--- src/rtl/register_file_pkg.sv ---
// register_file_pkg: shared register-file constants and named MIPS register indices
package register_file_pkg;
    localparam int REG_ZERO   = 0;
    localparam int DEF_WIDTH  = 32;
    localparam int DEF_ADDR_W = 5;
    localparam int REG_SP     = 29;
    localparam int REG_RA     = 31;
endpackage

--- src/rtl/register_file_decoder_onehot.sv ---
// register_file_decoder_onehot: enable-gated one-hot decoder of a binary address
module register_file_decoder_onehot #(
    parameter int ADDR_W = 5
) (
    input  logic                 en,
    input  logic [ADDR_W-1:0]    addr,
    output logic [2**ADDR_W-1:0] sel
);
    localparam int DEPTH = 2**ADDR_W;
    assign sel = en ? ({{(DEPTH-1){1'b0}}, 1'b1} << addr) : '0;
endmodule

--- src/rtl/register_file.sv ---
// register_file: MIPS GPR file, one write port, two combinational read ports, r0 hardwired to zero
module register_file
    import register_file_pkg::*;
#(
    parameter int WIDTH  = DEF_WIDTH,
    parameter int ADDR_W = DEF_ADDR_W,
    parameter int BYPASS = 1
) (
    input  logic              clk,
    input  logic              reset,
    input  logic              wr_en,
    input  logic [ADDR_W-1:0] wr_addr,
    input  logic [WIDTH-1:0]  wr_data,
    input  logic [ADDR_W-1:0] rd_addr_a,
    output logic [WIDTH-1:0]  rd_data_a,
    input  logic [ADDR_W-1:0] rd_addr_b,
    output logic [WIDTH-1:0]  rd_data_b
);
    localparam int DEPTH = 2**ADDR_W;
    logic [WIDTH-1:0] regs [DEPTH];
    logic [DEPTH-1:0] dec, we;
    register_file_decoder_onehot #(.ADDR_W(ADDR_W)) u_dec (
        .en   (wr_en & ~reset),
        .addr (wr_addr),
        .sel  (dec)
    );
    // we[i] is exactly the "this register is being written this cycle" condition, so it also drives bypass
    assign we = dec & ~DEPTH'(1);
    always_ff @(posedge clk) begin
        for (int i = 0; i < DEPTH; i++)
            if (reset) regs[i] <= '0;
            else if (we[i]) regs[i] <= wr_data;
    end
    assign rd_data_a = (BYPASS != 0 && we[rd_addr_a]) ? wr_data :
                       (rd_addr_a == ADDR_W'(REG_ZERO)) ? '0 : regs[rd_addr_a];
    assign rd_data_b = (BYPASS != 0 && we[rd_addr_b]) ? wr_data :
                       (rd_addr_b == ADDR_W'(REG_ZERO)) ? '0 : regs[rd_addr_b];
endmodule
--- config.mk ---
export PLATFORM = sky130hd
export DESIGN_NAME = register_file
export DESIGN_NICKNAME = d
export VERILOG_FILES = /design/src/rtl/register_file_pkg.sv /design/src/rtl/register_file_decoder_onehot.sv /design/src/rtl/register_file.sv
export SDC_FILE = /design/constraint.sdc
export NUM_CORES = 2
export LEC_CHECK = 0
export ABC_CLOCK_PERIOD_IN_PS = 3900
export CAP_MARGIN = 15
export CORE_UTILIZATION = 32
export DETAILED_ROUTE_END_ITERATION = 16
export MAX_ROUTING_LAYER = met4
export SLEW_MARGIN = 20
export SYNTH_ARGS = -nofsm -noshare
export SYNTH_HDL_FRONTEND = slang
export SYNTH_HIERARCHICAL = 1
export SYNTH_SLANG_ARGS = --single-unit
--- constraint.sdc ---
create_clock -name clk -period 3.9 [get_ports clk]
set_clock_uncertainty 0.15 [all_clocks]
set_input_delay 0.78 -clock clk [delete_from_list [all_inputs] [get_ports clk]]
set_output_delay 0.78 -clock clk [all_outputs]
set_load 0.005 [all_outputs]
==> results.py <==
metrics = {
    "grt": {
        "grt_usage_pct": 24.10,
        "grt_pass1_wl_mm": 286.1,
        "antenna_found_initial": 14,
        "grt_pass1_vias": 37190,
        "grt_overflow_total": 0,
        "grt_max_degree": 68,
    },
    "cells_and_area": {
        "syn_to_final_growth_pct": 22.80,
        "largest_reg_flops": 992,
        "reg_top3": "regs (992)",
        "fin_nets": 4118,
        "design_area_um2": 67140,
        "drive_above_1_share_pct": 32.78,
        "top_register": "regs",
    },
    "cts": {
        "numCtsBuffers": 107,
        "cts_tree": "done",
        "clk_pin_slew_ns": 0.06,
        "h-tree-depth": 3,
        "cts.path.max_buffers": 3,
        "clock-root-buffer": "clkbuf_16",
        "cts_hold_buf": 0,
        "clock_sinks": 992,
    },
    "placed_design": {
        "pre_cts_ws_ns": -1.269,
        "placed_area_um2": 62880,
        "gp_congestion": 0.8820,
        "dp_hpwl_mm": 127.5,
        "numPortBuffers": 113,
    },
    "detailed_routing": {
        "drt-total-wl_mm": 204.8,
        "drc": 0,
        "firstDrtPassIters": 6,
        "wl_per_cell_um": 32.07,
        "drt_iter0_drc": 5022,
        "vias": 37020,
        "ant_nets": 0,
        "viasPerCell": 5.798,
    },
    "power_and_ir_drop": {
        "p_per_area_nw_per_um2": 398.7,
        "seqPwrFrac_pct": 47.1,
        "p_int_mw": 19.93,
        "clkPwrFrac_pct": 37.8,
        "switching_share_pct": 25.55,
        "p_leak_nw": 24.14,
        "power_switching_mw": 6.839,
        "ir_drop_mv": 0.4052,
        "combinationalPowerShare_pct": 15.0,
    },
    "sta": {
        "min_period_ns": 4.542,
        "hold_violations": 0,
        "max-slew-margin-rel_pct": 27.81,
        "fin_hold_ws_ns": 0.8111,
        "setup_viol": 64,
        "drv_slew": 0,
        "fmax_mhz": 220.2,
        "worst_pin_slew_ns": 1.083,
        "finalWorstSetupSlack_ns": -0.6415,
        "rsz0062_at_grt": "true",
        "period_share_pct": 116.4,
    },
    "yosys": {
        "netlist_instances": 3711,
        "synth.net_count": 3761,
        "avgSynthCellArea_um2": 14.73,
        "synth_area_um2": 54670,
        "ys_warn_count": 6,
    },
    "floorplan": {
        "io_pins": 114,
        "initial_core_util_pct": 32.26,
        "rows": 151,
        "coreArea_um2": 169500,
        "fp.dieW_um": 415.3,
        "fp.dieH_um": 415.3,
        "floorplan.die_area_um2": 172500,
    },
    "worst_hold_path": {
        "worstHoldPathType": "primary input to register",
    },
    "critical_path": {
        "cp_top_family": "multiplexers",
        "crit_path_max_incr_delay_ns": 0.51,
        "worstSetupStartpointType": "primary input",
        "crit_buf_inv": 7,
        "cpMaxStageDelayCell": "mux4_2",
        "path_cells": "buf_6 > nor2b_4 > buf_6 > nand4bb_4 > nor2_2 > mux4_2 > mux4_2 > a211oi_4 > buf_12 > buf_12 > buf_16 > buf_6 > mux2_4 > buf_6",
        "endpoint_kind": "output port",
        "worstPathMaxFanout": 8,
        "worst_ep_arrival_time_ns": 3.61,
        "path_class": "primary input to output port",
        "worstPathRequired_ns": 2.97,
        "path_common_cell": "buf_6",
    },
    "run_status": {
        "status": "complete, but fails checks",
        "violations": "setup timing",
    },
    "job": {
        "cap_violations": 0,
    },
}
-- cell type report --
class                      count  area (um2)
timing repair buffer         642        7360
tap                         2218        2775
multi-input combinational   2319       23760
fill                       15270      102300
inverter                       6       25.02
antenna                       12       30.03
sequential                   992       29790
clock inverter                62       531.8
clock buffer                 134        2864
-- cells in the final DEF, fill, tap and decap left out, drive strengths merged, types with 17 or more instances in the layout --
cell / instances
a22o: 40
a22oi: 17
and2: 997
buf: 580
clkbuf: 136
clkdlybuf4s50: 34
clkinv: 48
edfxtp: 992
mux2: 108
mux2i: 300
mux4: 422
nand2: 28
nor2: 42
nor2b: 49
o211ai: 36
o21ai: 59
o22a: 28
o22ai: 46
o2bb2ai: 27
or2: 32
-- metal layers --
metal / vias up / global-route usage, % / part of all wire, %
met5: - / - / 0
met2: 2324 / 36.62 / 46
met4: 0 / 11.01 / 5.2
met3: 420 / 4.602 / 9.8
li1: 14970 / - / -
met1: 19300 / 31.18 / 39
-- final timing paths --
path	start	endpoint	slack, ns	cells past startpoint
max	wr_en	rd_data_b[24]	-0.64	14
min	wr_data[4]	regs[4][4]$_SDFFCE_PN0P_	0.81	3
-- power by group through the flow --
stage / sequential (mW) / combinational [mW] / clock (mW)
after CTS: 12.6 / 3.99 / 10.2
final: 12.6 / 4.03 / 10.1
after detailed placement: 12.8 / 3.93 / 0
after global routing: 12.7 / 4.15 / 10.6
after global placement: 12.8 / 3.92 / 0
after floorplan: 12.7 / 2.06 / 0
-- timing repair --
action	4_1_cts	5_1_grt
resized for setup	294	30
endpoints found under the setup margin	64	64
cloned	6	0
pin swaps	9	12
setup buffers	38	6
-- stage by stage --
| stage | TNS, ns | cells | util (%) | power [mW] |
|---|---|---|---|---|
| 3_5_place_dp | -71.22 | 6131 | 37.11 | 16.75 |
| 5_1_grt | -37.91 | 6374 | 39.60 | 27.40 |
| 3_3_place_gp | -67.44 | 6131 | 37.11 | 16.71 |
| 2_1_floorplan | -0.4417 | 3711 | - | 14.74 |
| 6_report | -32.83 | 6385 | 39.61 | 26.77 |
| 4_1_cts | -33.20 | 6371 | 39.55 | 26.77 |
-- worst min-delay path, delay by kind of cell --
kind / cells / cell delay, ns
AND/OR/NAND/NOR: 1 / 0.14
buffers and inverters: 2 / 0.67
No activity file was read; power rests on OpenSTA's default activity.
